[config.mk]
export PLATFORM = sky130hd
export DESIGN_NAME = ph_drain_sched
export DESIGN_NICKNAME = d
export VERILOG_FILES = /design/src/rtl/ph_drain_sched.sv
export SDC_FILE = /design/constraint.sdc
export NUM_CORES = 1
export LEC_CHECK = 0
export CORE_ASPECT_RATIO = 0.5
export CORE_UTILIZATION = 40
export DETAILED_ROUTE_END_ITERATION = 7
export GPL_ROUTABILITY_DRIVEN = 0
export PLACE_DENSITY = 0.72
export SYNTH_ARGS = -nofsm -noshare
export SYNTH_HDL_FRONTEND = slang
export SYNTH_SLANG_ARGS = --single-unit
[constraint.sdc]
create_clock -name h_phi2 -period 4.7 [get_ports h_phi2]
set_input_delay 0.94 -clock h_phi2 [delete_from_list [all_inputs] [get_ports h_phi2]]
set_output_delay 0.94 -clock h_phi2 [all_outputs]
set_load 0.02 [all_outputs]
[src/rtl/ph_drain_sched.sv]
// ph_drain_sched: drains the four parasite-to-host FIFOs (R1..R4) through their
// shared host read port and presents each byte on a channel-tagged stream.
//
// Output handshake: out_valid is raised with out_data/out_chan already stable.
// All three hold until the rising edge where out_valid & out_ready is high.
// out_valid never drops and the payload never changes before that edge.
module ph_drain_sched #(
  parameter int R4_PRIORITY = 1,
  parameter int GAP_CYCLES  = 1,
  parameter int CNT_W       = 16
) (
  input  logic             h_phi2,
  input  logic             h_rst,
  input  logic [3:0]       enable,
  input  logic [3:0]       h_data_available,
  input  logic [7:0]       h_data,
  output logic [3:0]       h_selectData,
  output logic             h_rd,
  output logic             out_valid,
  input  logic             out_ready,
  output logic [7:0]       out_data,
  output logic [1:0]       out_chan,
  output logic             busy,
  output logic [CNT_W-1:0] drained_count,
  output logic [1:0]       dbg_state
);

  typedef enum logic [1:0] {
    S_IDLE = 2'd0,
    S_READ = 2'd1,
    S_HOLD = 2'd2,
    S_GAP  = 2'd3
  } state_t;

  localparam logic [2:0] GAP_LOAD = 3'(GAP_CYCLES);
  localparam bit         USE_PRI  = (R4_PRIORITY != 0);

  state_t           state_q, state_d;
  logic [1:0]       sel_q, sel_d;
  logic [1:0]       rr_ptr_q, rr_ptr_d;
  logic [1:0]       chan_q, chan_d;
  logic [7:0]       data_q, data_d;
  logic             valid_q, valid_d;
  logic [2:0]       gap_q, gap_d;
  logic [CNT_W-1:0] cnt_q, cnt_d;

  logic [3:0] req;
  logic [1:0] win;
  logic       found;
  logic [2:0] idx;

  assign req = h_data_available & enable;

  // Winner pick: R4 first when prioritised, else first requester from rr_ptr up.
  always_comb begin
    win   = 2'd0;
    found = 1'b0;
    idx   = 3'd0;
    if (USE_PRI && req[3]) begin
      win = 2'd3;
    end else begin
      for (int i = 0; i < 4; i++) begin
        idx = {1'b0, rr_ptr_q} + 3'(i);
        if (USE_PRI) begin
          // Pool is channels 0..2, so wrap modulo 3.
          if (idx >= 3'd3) idx = idx - 3'd3;
        end else begin
          idx = {1'b0, idx[1:0]};
        end
        if (!found && req[idx[1:0]] && !(USE_PRI && i == 3)) begin
          win   = idx[1:0];
          found = 1'b1;
        end
      end
    end
  end

  // State and datapath registers.
  always_ff @(posedge h_phi2 or posedge h_rst) begin
    if (h_rst) begin
      state_q  <= S_IDLE;
      sel_q    <= 2'd0;
      rr_ptr_q <= 2'd0;
      chan_q   <= 2'd0;
      data_q   <= 8'd0;
      valid_q  <= 1'b0;
      gap_q    <= 3'd0;
      cnt_q    <= '0;
    end else begin
      state_q  <= state_d;
      sel_q    <= sel_d;
      rr_ptr_q <= rr_ptr_d;
      chan_q   <= chan_d;
      data_q   <= data_d;
      valid_q  <= valid_d;
      gap_q    <= gap_d;
      cnt_q    <= cnt_d;
    end
  end

  // Next-state logic.
  always_comb begin
    state_d = state_q;
    case (state_q)
      S_IDLE: if (req != 4'd0) state_d = S_READ;
      S_READ: state_d = S_HOLD;
      S_HOLD: if (out_ready) state_d = S_GAP;
      S_GAP:  if (gap_q <= 3'd1) state_d = S_IDLE;
      default: state_d = S_IDLE;
    endcase
  end

  // Datapath updates: latch the winner, capture the byte, count accepts.
  always_comb begin
    sel_d    = sel_q;
    rr_ptr_d = rr_ptr_q;
    chan_d   = chan_q;
    data_d   = data_q;
    valid_d  = valid_q;
    gap_d    = gap_q;
    cnt_d    = cnt_q;
    case (state_q)
      S_IDLE: begin
        if (req != 4'd0) sel_d = win;
      end
      S_READ: begin
        data_d  = h_data;
        chan_d  = sel_q;
        valid_d = 1'b1;
        if (USE_PRI) begin
          // A priority win by R4 leaves the pool pointer untouched.
          if (sel_q != 2'd3) rr_ptr_d = (sel_q == 2'd2) ? 2'd0 : sel_q + 2'd1;
        end else begin
          rr_ptr_d = sel_q + 2'd1;
        end
      end
      S_HOLD: begin
        if (out_ready) begin
          valid_d = 1'b0;
          cnt_d   = cnt_q + CNT_W'(1);
          gap_d   = GAP_LOAD;
        end
      end
      S_GAP: begin
        if (gap_q != 3'd0) gap_d = gap_q - 3'd1;
      end
      default: ;
    endcase
  end

  // Outputs: the read strobe and select are live only in the READ cycle.
  always_comb begin
    h_rd         = (state_q == S_READ);
    h_selectData = (state_q == S_READ) ? (4'b0001 << sel_q) : 4'b0000;
    busy         = (state_q != S_IDLE);
    dbg_state    = state_q;
  end

  assign out_valid     = valid_q;
  assign out_data      = data_q;
  assign out_chan      = chan_q;
  assign drained_count = cnt_q;

endmodule

# After elaboration in Yosys (flattened, before gate mapping)
# Index checks and enable logic that the tools add are counted.
# totals
register_bits,36
inputBits,19
# classes
n_mux,31
n_lt_le_gt_ge,7
reduce_logical,16
eq_ne,9
addsub,8
shifts,1
bitwise_logic,1
# ops
op,n
two-way mux 2 bit,14
adder 16 x 1 -> 16 bit (second input constant),1
!= test 2 bit (second input constant),5
less-than comparator 2 x 3 -> 1 bit (second input constant),3
two-way mux 1 bit,8
one-hot mux 2 bit (4 select lines),1
AND reduction 2 bit,4
binary-select mux 1 bit (select 2 bit),3
equality test 2 bit (second input constant),3
>= comparator 3 x 2 -> 1 bit (second input constant),2
two-way mux 3 bit,2
one-hot mux 3 bit (2 select lines),1
AND reduction 3 bit,2
nonzero test 2 bit,3
subtractor 2 bit (second input constant),3
bitwise AND 4 bit,1
two-way mux 4 bit,1
nonzero test 4 bit,1
<< shifter 1 x 2 -> 4 bit (first input constant),1
adder 2 x 1 -> 3 bit (second input constant),1
adder 2 x 2 -> 3 bit (second input constant),1
less-or-equal comparator 3 x 1 -> 1 bit (second input constant),1
nonzero test 3 bit,1
subtractor 3 x 1 -> 3 bit (second input constant),1
other kinds (7),9

# Depth between registers and ports, before layout
# depth
word_depth,15
ltp_mapped,7

# Least setup slack after synthesis
# No wires, ideal clock.
# synth_path
path_type,flip-flop to output port
startpoint,"reg state_q[1], in the netlist dbg_state[1]"
endpoint,out h_selectData[0]
arrival_time_ns,1.770
t_required_ns,3.760
path_slack_ns,1.990
stages_incl_launch_ff,7
path_buffers,2
path_cell_list,dfrtp_1 > inv_1 > ha_1 > buf_2 > buf_1 > nand2_1 > nor2_1
# synth_between
elab_chain_len,2
# synth_lines
item,line,source
start: declaration,38,"state_t state_q, state_d;"
start signal: assignment,90,state_q <= state_d;
equality test 2 x 1 -> 1 bit,n/a,
named net h_rd,18,"output logic h_rd,"
two-way mux 4 bit,154,h_selectData = (state_q == S_READ) ? (4'b0001 << sel_q) : 4'b0000;
end: declaration,17,"output logic [3:0] h_selectData,"
# The timed path passes the listed nets, and every way through them passes these cells.

# Final worst setup path
# layout_path
startpoint,"reg state_q[1], in the netlist dbg_state[1]"
endpoint,out h_selectData[2]
# layout_between
elab_chain_len,2
# layout_lines
item,line
equality test 2 x 1 -> 1 bit,154
two-way mux 4 bit,154
# Every way passes these cells.

==> run summary <==
part of the Yosys area used for sequential elements: 47.1%
core footprint: 4490 sq um
kind of critical path: reg -> out
Max-Slew Margin vs Limit: 57.2%
#FFs+latches synth: 36
Final Slew Violations: 0
Unique masters post-synth: 42
Synth async-reset ratio: 100%
global-route wire length before repair: 6990 um
CP Max Fanout: 17
IO Port Bufs: 53
pwr/cell area: 574 nW/um^2
CTS tree: yes
Mapped Area: 1910 sq um
antenna violations before repair: 0
die area: 5080 sq um
Max Cap Violations: 0
total CTS buffers: 5
Resized Gates After CTS: 0
final hold vios: 0
Hold Path Stages: 1
RSZ-0062 raised after global routing: false
HPWL after DPL: 3030 um
total number of vias: 1495
Clock Tree Root: clkbuf_8
largest family of logic cells by synthesized area: simple AND/OR/NAND/NOR gates
CTS Hold Buffers Added: 0
Cell Chain, Critical Path: inv_1, ha_1, nand2_1, nor2_1, clkdlybuf4s50_1
Post-Syn Instances: 176
diode count: 0
num ports: 54
min-delay src: drained_count[15]
Slew @ Worst Pin: 0.642 ns
CP endpoint kind: output pin
leakage: 0.00118 uW
Avg Inst Size Synth: 10.9 sq um
Die W: 99.8 um
Routed Wire Length: 4140 um
Max Fclk: 307 MHz
CTS Sinks: 36
Final ANT Viol Nets: 0
required time of the critical path: 3.76 ns
vias in the first global route: 1522
status: finished clean
Rows: 17
WHS Endpoint: drained_count[15]
Starting Density: 42.6%
Primary FF master, synth: dfrtp_1
Bufs and invs on worst path: 2
Post-synth top cells: 36 x dfrtp_1, 16 x inv_1, 13 x nor2_1
Post-synth EDFFs: 0
H-tree Lvls: 2
startpoint types: flop
Worst Skew: 0.00438 ns
crit path max-delay cell type: clkdlybuf4s50_1
biggest area consumer among synthesized cells: dfrtp_1
layout cells sized above 1: 10.6%
grt ovf: 0
Tcrit/Tclk final: 69.4%
VDD IR max: 220 uV
Die Y: 50.9 um
CTS clock-pin slew for the worst setup and hold paths: 0.07 ns
Register-to-Register Path Depth: 6
Min Hold Slack: 0.471 ns
r2r setup slk: 2.77 ns
Final setup viols: 0
Synth-to-Final Area Change: 36.6%
Clk Latency, worst-skew pair: 0.29 ns
Final nets: 264
post-synthesis simple-gate area fraction: 17.5%
average wire per standard cell: 13.7 um
Synth Area in XOR/XNOR: 6.87%
yosys warns: 0
syn_nets: 206
post-synthesis mux area share: 8.18%
area share of the largest cell type after synthesis: 47.1%
delay-heaviest family, CP: buffers and inverters
count leader, synth: dfrtp_1
number of remaining DRC errors: 0
total track usage: 17.7%
setup bufs post-CTS: 0
worst r2r dst: drained_count[13]
post-route setup TNS: 0 ns
Area contributors post-synth: dfrtp_1 47%, ha_1 7.2%, mux2_2 5.9%
DRT iter0 DRCs: 38
Vias/cell: 4.97
first drt pass iteration count: 4
total chip power: 1500 uW
pin count of the biggest net entering global routing: 37
worst hold path type: reg -> reg
worst-case clock buffer depth: 2
FF-to-FF Start: dbg_state[0]
worst stage delay on the critical path: 0.61 ns
Synth Area in Adders: 7.19%
Critical Path AT: 2.32 ns
compound-cell area share of the yosys netlist: 9.29%
Final min period: 3.26 ns
[routing by layer]
metal	share of wire, %	up-vias	track usage (%)
met1	46	734	20.6
met2	50	20	32.9
met5	0	-	0
met4	0.87	0	5.15
met3	3.3	4	4.38
li1	-	737	-
[area by class of cell]
class | count | area, sq um
Fill cell | 382 | 1870
Multi-Input combinational cell | 121 | 938
Sequential cell | 36 | 901
Timing Repair Buffer | 54 | 538
Clock buffer | 7 | 86.3
Tap cell | 66 | 82.6
Inverter | 16 | 60.1
Clock inverter | 1 | 7.51
[state kept, by name (all words and copies together), names as in the netlist]
signal	flops
sel_q	2
drained_count	16
dbg_state	2
out_valid	1
rr_ptr_q	2
out_data	8
out_chan	2
gap_q	3
[worst max path at each step]
| stage | depth (start not counted) | slack (ns) | from | end |
|---|---|---|---|---|
| floorplan | 6 | 1.99 | dbg_state[1] | h_selectData[0] |
| global placement | 5 | 1.84 | dbg_state[1] | h_selectData[2] |
| detailed placement | 5 | 1.75 | dbg_state[1] | h_selectData[2] |
| finish | 5 | 1.44 | dbg_state[1] | h_selectData[2] |
| global route | 5 | 1.21 | dbg_state[1] | h_selectData[2] |
| CTS | 5 | 1.41 | dbg_state[1] | h_selectData[2] |
[cell usage in the layout (no fill, tap or decap), types with 3 or more instances in the layout]
cell,n
nand3_1,11
dfrtp_1,36
nor2_1,13
a21oi_1,4
xnor2_1,10
clkbuf_8,6
nand4_1,3
clkdlybuf4s50_1,53
o21ai_0,5
inv_1,16
o22ai_1,5
nand2_1,11
xor2_1,5
mux2_2,10
ha_1,11
[cell families (layout without fill, tap and decap cells)]
kind of cell	Yosys count	after routing
simple gates	56	56
fa+ha+maj	11	11
compound gates	26	26
xor+xnor	15	15
flops	36	36
mux	13	13
buf+inv	19	78
[power breakdown]
group          switching (uW)  leakage, uW  internal, uW
Clock                     112    0.0000445           119
Combinational             399     0.000681           370
Sequential               87.1     0.000450           414
[stage by stage]
| step | cell area [sq um] | setup WS, ns | util [%] | cells |
|---|---|---|---|---|
| floorplan | 1910 | 1.99 | - | 176 |
| global placement | 2520 | 1.84 | 56.1 | 293 |
| detailed placement | 2520 | 1.75 | 56.1 | 293 |
| CTS | 2610 | 1.41 | 58.2 | 301 |
| global route | 2610 | 1.21 | 58.2 | 301 |
| finish | 2610 | 1.44 | 58.2 | 301 |
(Power assumes the default switching activity.)
